[src/rtl/fetch_controller.sv]
// Fetch sequencer: PC, 1-cycle memory read tracking, 2-entry in-order buffer to decode.
// First valid 2 cycles after reset/redirect; issue stalls once buffered+inflight reaches 2.
module fetch_controller #(
  parameter int          ADDR_WIDTH = 8,
  parameter logic [31:0] RESET_PC   = 32'd0
) (
  input  logic        clock,
  input  logic        reset_n,
  output logic [31:0] AddressBus,
  input  logic [31:0] InstructionReg,
  output logic        fetch_valid,
  output logic [31:0] fetch_instr,
  output logic [31:0] fetch_pc,
  input  logic        decode_ready,
  input  logic        redirect_valid,
  input  logic [31:0] redirect_pc,
  output logic        halted
);

  localparam logic [ADDR_WIDTH-1:0] RST_PC = RESET_PC[ADDR_WIDTH-1:0];

  typedef enum logic [1:0] {RUN, DRAIN, HALT} state_t;

  state_t                state_q, state_d;
  logic [ADDR_WIDTH-1:0] pc_q, pc_d;
  logic                  inflight_q, inflight_d;
  logic [ADDR_WIDTH-1:0] inflight_pc_q, inflight_pc_d;
  logic [1:0]            count_q, count_d;
  logic [31:0]           instr0_q, instr0_d, instr1_q, instr1_d;
  logic [ADDR_WIDTH-1:0] epc0_q, epc0_d, epc1_q, epc1_d;

  logic       pop;
  logic       push;
  logic       stop_cap;
  logic       issue;
  logic [2:0] occ;
  logic       unused_redirect_hi;

  assign unused_redirect_hi = ^redirect_pc[31:ADDR_WIDTH];

  // A redirect cancels the pop: the head it would consume is wrong-path.
  assign pop      = (count_q != 2'd0) && decode_ready && !redirect_valid;
  assign push     = inflight_q && !redirect_valid;
  assign stop_cap = push && InstructionReg[0];
  assign occ      = {1'b0, count_q} + {2'b00, inflight_q} - {2'b00, pop};
  assign issue    = (state_q == RUN) && !redirect_valid && !stop_cap && (occ < 3'd2);

  always_comb begin
    state_d       = state_q;
    pc_d          = pc_q;
    inflight_d    = inflight_q;
    inflight_pc_d = inflight_pc_q;
    count_d       = count_q;
    instr0_d      = instr0_q;
    instr1_d      = instr1_q;
    epc0_d        = epc0_q;
    epc1_d        = epc1_q;

    if (redirect_valid) begin
      state_d    = RUN;
      pc_d       = redirect_pc[ADDR_WIDTH-1:0];
      inflight_d = 1'b0;
      count_d    = 2'd0;
    end else begin
      if (pop) begin
        instr0_d = instr1_q;
        epc0_d   = epc1_q;
      end
      // Push lands right behind whatever survives this cycle's pop.
      if (push) begin
        if ((count_q == 2'd0) || ((count_q == 2'd1) && pop)) begin
          instr0_d = InstructionReg;
          epc0_d   = inflight_pc_q;
        end else begin
          instr1_d = InstructionReg;
          epc1_d   = inflight_pc_q;
        end
      end
      count_d = count_q + {1'b0, push} - {1'b0, pop};

      inflight_d = issue;
      if (issue) begin
        inflight_pc_d = pc_q;
        pc_d          = pc_q + 1'b1;
      end

      // Stop word: discard the speculative issue and park pc just past it.
      if (stop_cap) begin
        state_d = DRAIN;
        pc_d    = inflight_pc_q + 1'b1;
      end

      if ((state_q == DRAIN) && pop && (count_q == 2'd1)) begin
        state_d = HALT;
      end
    end
  end

  always_ff @(posedge clock or negedge reset_n) begin
    if (!reset_n) begin
      state_q       <= RUN;
      pc_q          <= RST_PC;
      inflight_q    <= 1'b0;
      inflight_pc_q <= '0;
      count_q       <= 2'd0;
      instr0_q      <= '0;
      instr1_q      <= '0;
      epc0_q        <= '0;
      epc1_q        <= '0;
    end else begin
      state_q       <= state_d;
      pc_q          <= pc_d;
      inflight_q    <= inflight_d;
      inflight_pc_q <= inflight_pc_d;
      count_q       <= count_d;
      instr0_q      <= instr0_d;
      instr1_q      <= instr1_d;
      epc0_q        <= epc0_d;
      epc1_q        <= epc1_d;
    end
  end

  assign AddressBus  = 32'(pc_q);
  assign fetch_valid = (count_q != 2'd0);
  assign fetch_instr = instr0_q;
  assign fetch_pc    = 32'(epc0_q);
  assign halted      = (state_q == HALT);

endmodule
[config.mk]
export PLATFORM = sky130hd
export DESIGN_NAME = fetch_controller
export DESIGN_NICKNAME = d
export VERILOG_FILES = /design/src/rtl/fetch_controller.sv
export SDC_FILE = /design/constraint.sdc
export NUM_CORES = 1
export LEC_CHECK = 0
export BUFFER_PORTS_ARGS = -buffer_cell sky130_fd_sc_hd__buf_4
export CAP_MARGIN = 20
export CORE_ASPECT_RATIO = 0.7
export CORE_MARGIN = 3
export CORE_UTILIZATION = 40
export DETAILED_ROUTE_END_ITERATION = 6
export GPL_TIMING_DRIVEN = 0
export PLACE_DENSITY = 0.78
export RECOVER_POWER = 100
export SLEW_MARGIN = 20
export SYNTH_ARGS = -nofsm -noshare
export SYNTH_HDL_FRONTEND = slang
export SYNTH_SLANG_ARGS = --single-unit
[constraint.sdc]
create_clock -name clock -period 3.88 [get_ports clock]
set_input_delay 0.194 -clock clock [delete_from_list [all_inputs] [get_ports clock]]
set_output_delay 0.194 -clock clock [all_outputs]
set_load 0.02 [all_outputs]
==> metrics.md, run 1 <==
| Metric | Value |
|---|---|
| Worst hold path type | in -> reg |
| Register area share after synthesis | around half |
| Die Width | 139 um |
| CP Launch Point | count_q[1]$_DFF_PN0_ |
| Placed Area | approximately 6000 um^2 |
| Post-Syn Instances | 433 |
| Status | finished with violations |
| Min cycle time layout | approximately 3.6 ns |
| Leak Pwr | between 3 and 4 nW |
| Max frequency | 277 MHz |
| Post-CTS resize count | 0 |
| ANT nets after route | 0 |
| Die area | between 10000 and 15000 um^2 |
| Yosys warnings | 0 |
| Placed cells | around 730 |
| Worst setup margin | 0.270 ns |
| RSZ-0062 raised after global routing | false |
| Number of global-route vias before repair | ~3500 |
| Root Driver | clkbuf_16 |
| Distinct cells, synth | 39 |
| Die Ht | approximately 100 um |
| Antenna Cells | 0 |
| Failing checks | max-capacitance violations, max-slew violations |
| Initial Util | around two fifths |
| GRT Total Usage | 15.8% |
| Final Hold Viols | 0 |
| Primary FF master, synth | dfrtp_1 |
| Final Slew Violations | about 100 |
| Post-Layout Cell Count | 746 |
| Clk_skew | about 0.0066 ns |
| MaxCap Viol Count | 1 |
| Setup Viol. Count Final | 0 |
| Crit Path Class | reg -> reg |
| Post-Syn Area | between 4000 and 5000 um^2 |
| Flop-to-flop setup slack | between 0.2 and 0.3 ns |
| # DRC | 0 |
| Routed vias | 3541 |
| Site Rows | 33 |
| Worst path required time | a little over 4 ns |
| Number of buffers created by CTS | 9 |
| Layout cells sized above 1 | between 20% and 30% |
| Crit path arrival time | approximately 3.8 ns |
| Final WL | about 11 mm |
| Worst-margin pin slew | 2.50 ns |
| CP Launch Type | flop |
| P&R area growth vs syn | 22.5% |
| TritonRoute pass-1 iters | 5 |
| Clk sink count | around 100 |
| Initial drt markers | 144 |
| Setup TNS Final | 0 ns |
| DR WL/cell | approximately 15 um |
| First-pass GRT wire length | 17.7 mm |
| Power density cells | around 740 nW/um^2 |
| CTS tree | yes |
| Buffers on Ports | between 90 and 100 |
| Overflow after GRT | 0 |
| Core area | 11900 um^2 |
| Largest net degree at the start of global routing | between 100 and 150 |
| Worst slew margin | -66.7% |
| Worst Hold Launch | InstructionReg[1] |
| H-tree levels | 3 |
| Setup crit end | inflight_pc_q[0]$_DFFE_PN0P_ |
| Peak VDD IR | just over 0.4 mV |
| Mapped Avg Cell Area | approximately 11 um^2 |
| Vias per std cell | 4.75 |
| Reg-to-Reg Start | count_q[1]$_DFF_PN0_ |
| Power Total | 4.47 mW |
| Critical Path Sink Type | flop |
| Ys async rst share | 100% |
| R2R depth | 11 |
| Dpl ws | between 0.2 and 0.3 ns |
| Clock transition at path regs | 0.07 ns |
| Deepest clock path buffer count | 2 |
| Worst skew pair latency | 0.34 ns |
| #FFs+latches synth | between 100 and 150 |
| EDFF count, synth | 0 |
| Critical path peak fanout | 10 |
| Initial antenna violation count | 0 |
| Finished Cell Area | about 6000 um^2 |
| Nets | about 660 |
| Post-DP HPWL | around 8 mm |
| Top Ports | 166 |
| Final worst-path cycle share | a little over 90% |
| Final Wtd Congestion | about 0.78 |
| R2r endpoint | inflight_pc_q[0]$_DFFE_PN0P_ |
==> Yosys cell counts (5+ instances only) <==
| cell type | count | share of area, % |
|---|---|---|
| a21oi_1 | 7 | 0.71 |
| buf_2 | 8 | 0.81 |
| buf_4 | 53 | 8.0 |
| clkbuf_1 | 6 | 0.45 |
| dfrtp_1 | 101 | 51 |
| inv_1 | 5 | 0.38 |
| mux2_2 | 49 | 11 |
| mux2i_1 | 46 | 9.3 |
| nand2_1 | 48 | 3.6 |
| nand3_1 | 5 | 0.50 |
| nor2_1 | 7 | 0.53 |
| o21ai_0 | 44 | 4.4 |
| xnor2_1 | 6 | 1.1 |
| xor2_1 | 6 | 1.1 |
==> area by class of cell <==
type                       instances  area, um^2
buffer                            69         460
clock buffer                       9         225
clock inverter                     7        50.0
fill                            1119        5850
inverter                           6        22.5
multi-input combinational        304        2090
sequential                       101        2530
tap                              157         196
timing repair buffer              93         510
==> registers in the layout, summed over array words and instances (netlist names) <==
| register | count |
|---|---|
| pc_q | 8 |
| fetch_instr | 32 |
| inflight_pc_q | 8 |
| inflight_q | 1 |
| instr1_q | 32 |
| count_q | 2 |
| epc0_q | 8 |
| state_q | 2 |
| epc1_q | 8 |
==> per-stage QoR <==
step	hold slack (ns)	util (%)
2_1_floorplan	-0.102	-
3_3_place_gp	0.405	50.5
3_5_place_dp	0.366	50.6
4_1_cts	0.0478	53.0
5_1_grt	0.0643	51.0
6_report	0.0573	51.0
==> report_power, final <==
part	total [mW]	internal [mW]	leakage, nW	switching [mW]
combinational	1.74	0.743	1.73	1.00
clock	0.839	0.436	0.128	0.403
sequential	1.89	1.54	1.27	0.352
total	4.47	2.72	3.12	1.76
==> worst min path at each step <==
stage          depth (start not counted)  slack [ns]                           to
6_report                               3        0.06   fetch_instr[1]$_DFFE_PN0N_
5_1_grt                                3        0.06  fetch_instr[12]$_DFFE_PN0N_
4_1_cts                                3        0.05  fetch_instr[24]$_DFFE_PN0N_
3_5_place_dp                           1        0.37   fetch_instr[2]$_DFFE_PN0N_
3_3_place_gp                           3        0.41   fetch_instr[2]$_DFFE_PN0N_
2_1_floorplan                          0       -0.10         count_q[0]$_DFF_PN0_
==> routing by layer <==
metal  up-vias  GRT usage [%]  routed length [um]
met3        10           4.81                 741
met4         0           3.08                  80
met1      1731           21.5                5010
met2       115           25.5                5210
li1       1685              -                   -
met5         -              0                   0
==> kinds of logic after synthesis <==
kind of cell	Yosys count	share of synthesized area, %
buffers and inverters	75	10.2
AOI/OAI and AO/OA	65	7.26
adders and majority gates	5	1.41
and+or+nand+nor	79	7.68
other	1	0.0755
xor gates and xnor gates	12	2.12
muxes	95	20.4
DFF	101	50.9
==> cell usage in the layout (no fill, tap or decap), types with 6 or more instances in the layout <==
master / n
a21oi_1: 8
clkbuf_16: 9
nor2_1: 7
clkbuf_1: 65
nand2_1: 48
xnor2_1: 6
conb_1: 48
mux2_2: 49
xor2_1: 6
buf_4: 92
dfrtp_1: 101
o21ai_0: 44
mux2i_1: 46
==> critical path: stages, from the launching register on <==
cell and delay (ns):
dfrtp_1 0.47, or2_2 0.35, nand3_1 0.25, buf_2 0.36
inv_1 0.11, ha_1 0.27, nand2b_1 0.16, fa_1 0.38
xor2_1 0.16, nor4b_2 0.32, nand2_1 0.31, mux2_2 0.36
==> what timing repair did <==
action	CTS	global route
hold endpoints to repair	14	0
buffers inserted	0	0
hold buffers	1	0
No activity file was read; power rests on OpenSTA's default activity.
==> inputs of run 2 (changes only) <==
Settings changed: CORE_ASPECT_RATIO 0.7 to 1.1, CTS_BUF_LIST from default to sky130_fd_sc_hd__clkbuf_8.
==> run 2 against run 1 <==
The run still ends with max-capacitance violations, max-slew violations left. Critical path depth rose by 2. Design area down 1.5%. Fmax is 0.61% higher. Non-clock buffer count unchanged.
==> metrics.md, run 2 (synthesized netlist as in run 1, its figures left out) <==
| Metric | Value |
|---|---|
| Status | finished with violations |
| Failing checks | max-capacitance violations, max-slew violations |
| Vias per std cell | 4.72 (-0.65%) |
| Worst path required time | 4.14 ns (+0.03 ns) |
| Antenna Cells | 0 (unchanged) |
| Critical path peak fanout | 10 (unchanged) |
| Min cycle time layout | 3.59 ns (-0.0219 ns) |
| Fill cells | 1161 (+3.8%) |
| TritonRoute pass-1 iters | 4 (-1) |
| Routed vias | 3504 (-1.0%) |
| Top Ports | 166 (unchanged) |
| Final WL | 10.3 mm (-6.3%) |
| Setup Viol. Count Final | 0 (unchanged) |
| Worst slew margin | -64.2% (+2.5 points) |
| Clk_skew | 0.0102 ns (+0.00360 ns) |
| Leading cell type in the layout, fill and taps excluded | dfrtp_1 |
| First-pass GRT wire length | 16.8 mm (-5.5%) |
| Die Ht | 123 um (+24%) |
| MaxCap Viol Count | 1 (unchanged) |
| P&R area growth vs syn | 20.7% |
| Final Wtd Congestion | 0.831 (+7.2%) |
| Most frequent cells in the layout | dfrtp_1 (101), buf_4 (91), clkbuf_1 (65) |
| Clock transition at path regs | 0.10 ns (+0.03 ns) |
| Layout cells sized above 1 | 28.4% (+0.17 points) |
| Sequential fraction of design power | 44.3% (+2.0 points) |
| H-tree levels | 3 (unchanged) |
| Initial antenna violation count | 0 (unchanged) |
| GRT Total Usage | 15.1% (-0.75 points) |
| Buffers on Ports | 92 (unchanged) |
| Max frequency | 279 MHz (+0.61%) |
| Initial drt markers | 144 (unchanged) |
| Final Hold Viols | 0 (unchanged) |
| Largest net degree at the start of global routing | 102 (unchanged) |
| Post-Layout Cell Count | 743 (-0.40%) |
| Root Driver | clkbuf_8 |
| Crit Path Class | reg -> reg |
| Worst hold path type | in -> reg |
| Logic gate share of total power | 41.0% (+2.1 points) |
| Setup TNS Final | 0 ns (unchanged) |
| Switching power | 1.71 mW (-2.8%) |
| Clk sink count | 101 (unchanged) |
| Clock network fraction of total power | 14.7% (-4.1 points) |
| Initial Util | 41.1% (-0.53 points) |
| Crit path arrival time | 3.85 ns (about the same) |
| Power density cells | 706 nW/um^2 (-3.9%) |
| Cell Int Power | 2.53 mW (-7.2%) |
| Number of buffers created by CTS | 9 (unchanged) |
| Final Slew Violations | 102 (unchanged) |
| DR WL/cell | 13.9 um (-5.9%) |
| # DRC | 0 (unchanged) |
| Die Width | 112 um (-19%) |
| Worst skew pair latency | 0.36 ns (+0.02 ns) |
| Die area | 13800 um^2 (-0.15%) |
| Post-DP HPWL | 7.64 mm (-6.3%) |
| CTS tree | yes |
| Peak VDD IR | 0.376 mV (-8.8%) |
| Overflow after GRT | 0 (unchanged) |
| RSZ-0062 raised after global routing | false |
| Sw Share | 40.3% (+1.1 points) |
| Core area | 12100 um^2 (+1.3%) |
| Critical Path Sink Type | flop |
| Site Rows | 42 (+27%) |
| Placed cells | 726 (-0.41%) |
| Worst-margin pin slew | 2.46 ns (-0.0369 ns) |
| Nets | 657 (unchanged) |
| Final worst-path cycle share | 92.5% (-0.56 points) |
| CP Launch Type | flop |
| ANT nets after route | 0 (unchanged) |
| Number of global-route vias before repair | 3401 (-2.6%) |
| Deepest clock path buffer count | 2 (unchanged) |
| Leak Pwr | 3.09 nW (-1.2%) |
[run 2: worst max-delay path, cell delays in order, from the launching register on]
cell      delay [ns]
dfrtp_1         0.48
or2_2           0.35
nand3_1         0.25
buf_2           0.37
inv_1           0.11
ha_1            0.27
nand2b_1        0.16
fa_1            0.39
xor2_1          0.16
nor4b_2         0.36
nand2b_1        0.17
clkbuf_2        0.19
o211ai_1        0.11
o21a_1          0.12
[run 2: timing repair]
item                                    CTS  global route
endpoints found under the setup margin    0             8
resized for setup                         0             1
endpoints found under the hold margin   101             0
buffers inserted                          0             0
hold buffers                              1             0
[run 2: through the flow]
| step | utilization [%] | worst slack [ns] | cell area, um^2 | hold WS (ns) | power, mW |
|---|---|---|---|---|---|
| 6_report | 49.6 | 0.292 | 5990 | 0.0406 | 4.23 |
| 5_1_grt | 49.6 | 0.0232 | 5990 | 0.0234 | 4.56 |
| 4_1_cts | 51.5 | 0.100 | 6220 | 0.0206 | 4.50 |
| 3_5_place_dp | 49.9 | 0.128 | 6030 | 0.375 | 3.86 |
| 3_3_place_gp | 49.9 | 0.258 | 6030 | 0.406 | 3.78 |
| 2_1_floorplan | - | 0.635 | 5140 | -0.102 | 3.13 |
[run 2: path summary, 6_finish.rpt]
| check | from | end | slack (ns) | cells after the start |
|---|---|---|---|---|
| worst min register to register | instr1_q[21]$_DFFE_PN0P_ | instr1_q[21]$_DFFE_PN0P_ | 0.51 | 1 |
| worst max-delay path | count_q[1]$_DFF_PN0_ | pc_q[0]$_DFFE_PN0P_ | 0.29 | 13 |
| min in group asynchronous | reset_n | epc1_q[0]$_DFFE_PN0P_ | 1.10 | 2 |
| max in group asynchronous | reset_n | instr1_q[25]$_DFFE_PN0P_ | 1.31 | 2 |
| worst max register to register | count_q[1]$_DFF_PN0_ | pc_q[0]$_DFFE_PN0P_ | 0.29 | 13 |
| worst min-delay path | InstructionReg[10] | fetch_instr[10]$_DFFE_PN0N_ | 0.04 | 3 |
[run 2: power groups by stage]
stage	registers, mW	logic, mW	clock network, mW
CTS	1.89	1.96	0.648
detailed placement	1.91	1.95	0
global route	1.94	1.91	0.706
finish	1.87	1.74	0.624
floorplan	2.09	1.04	0
global placement	1.88	1.90	0
[run 2: final cells by class]
type                       count  area, um^2  share of cell area, %
tap                          154         193                   3.22
buffer                        69         458                   7.64
clock buffer                   9         124                   2.07
multi-input combinational    304        2100                   35.0
timing repair buffer          93         510                   8.52
sequential                   101        2530                   42.2
clock inverter                 7        61.3                   1.02
inverter                       6        22.5                  0.376
[run 2: routing by layer]
metal / track usage [%] / wire length, um
met5: 0 / 0
met4: 3.98 / 118
met3: 3.75 / 642
met2: 26.0 / 5080
met1: 19.1 / 4510
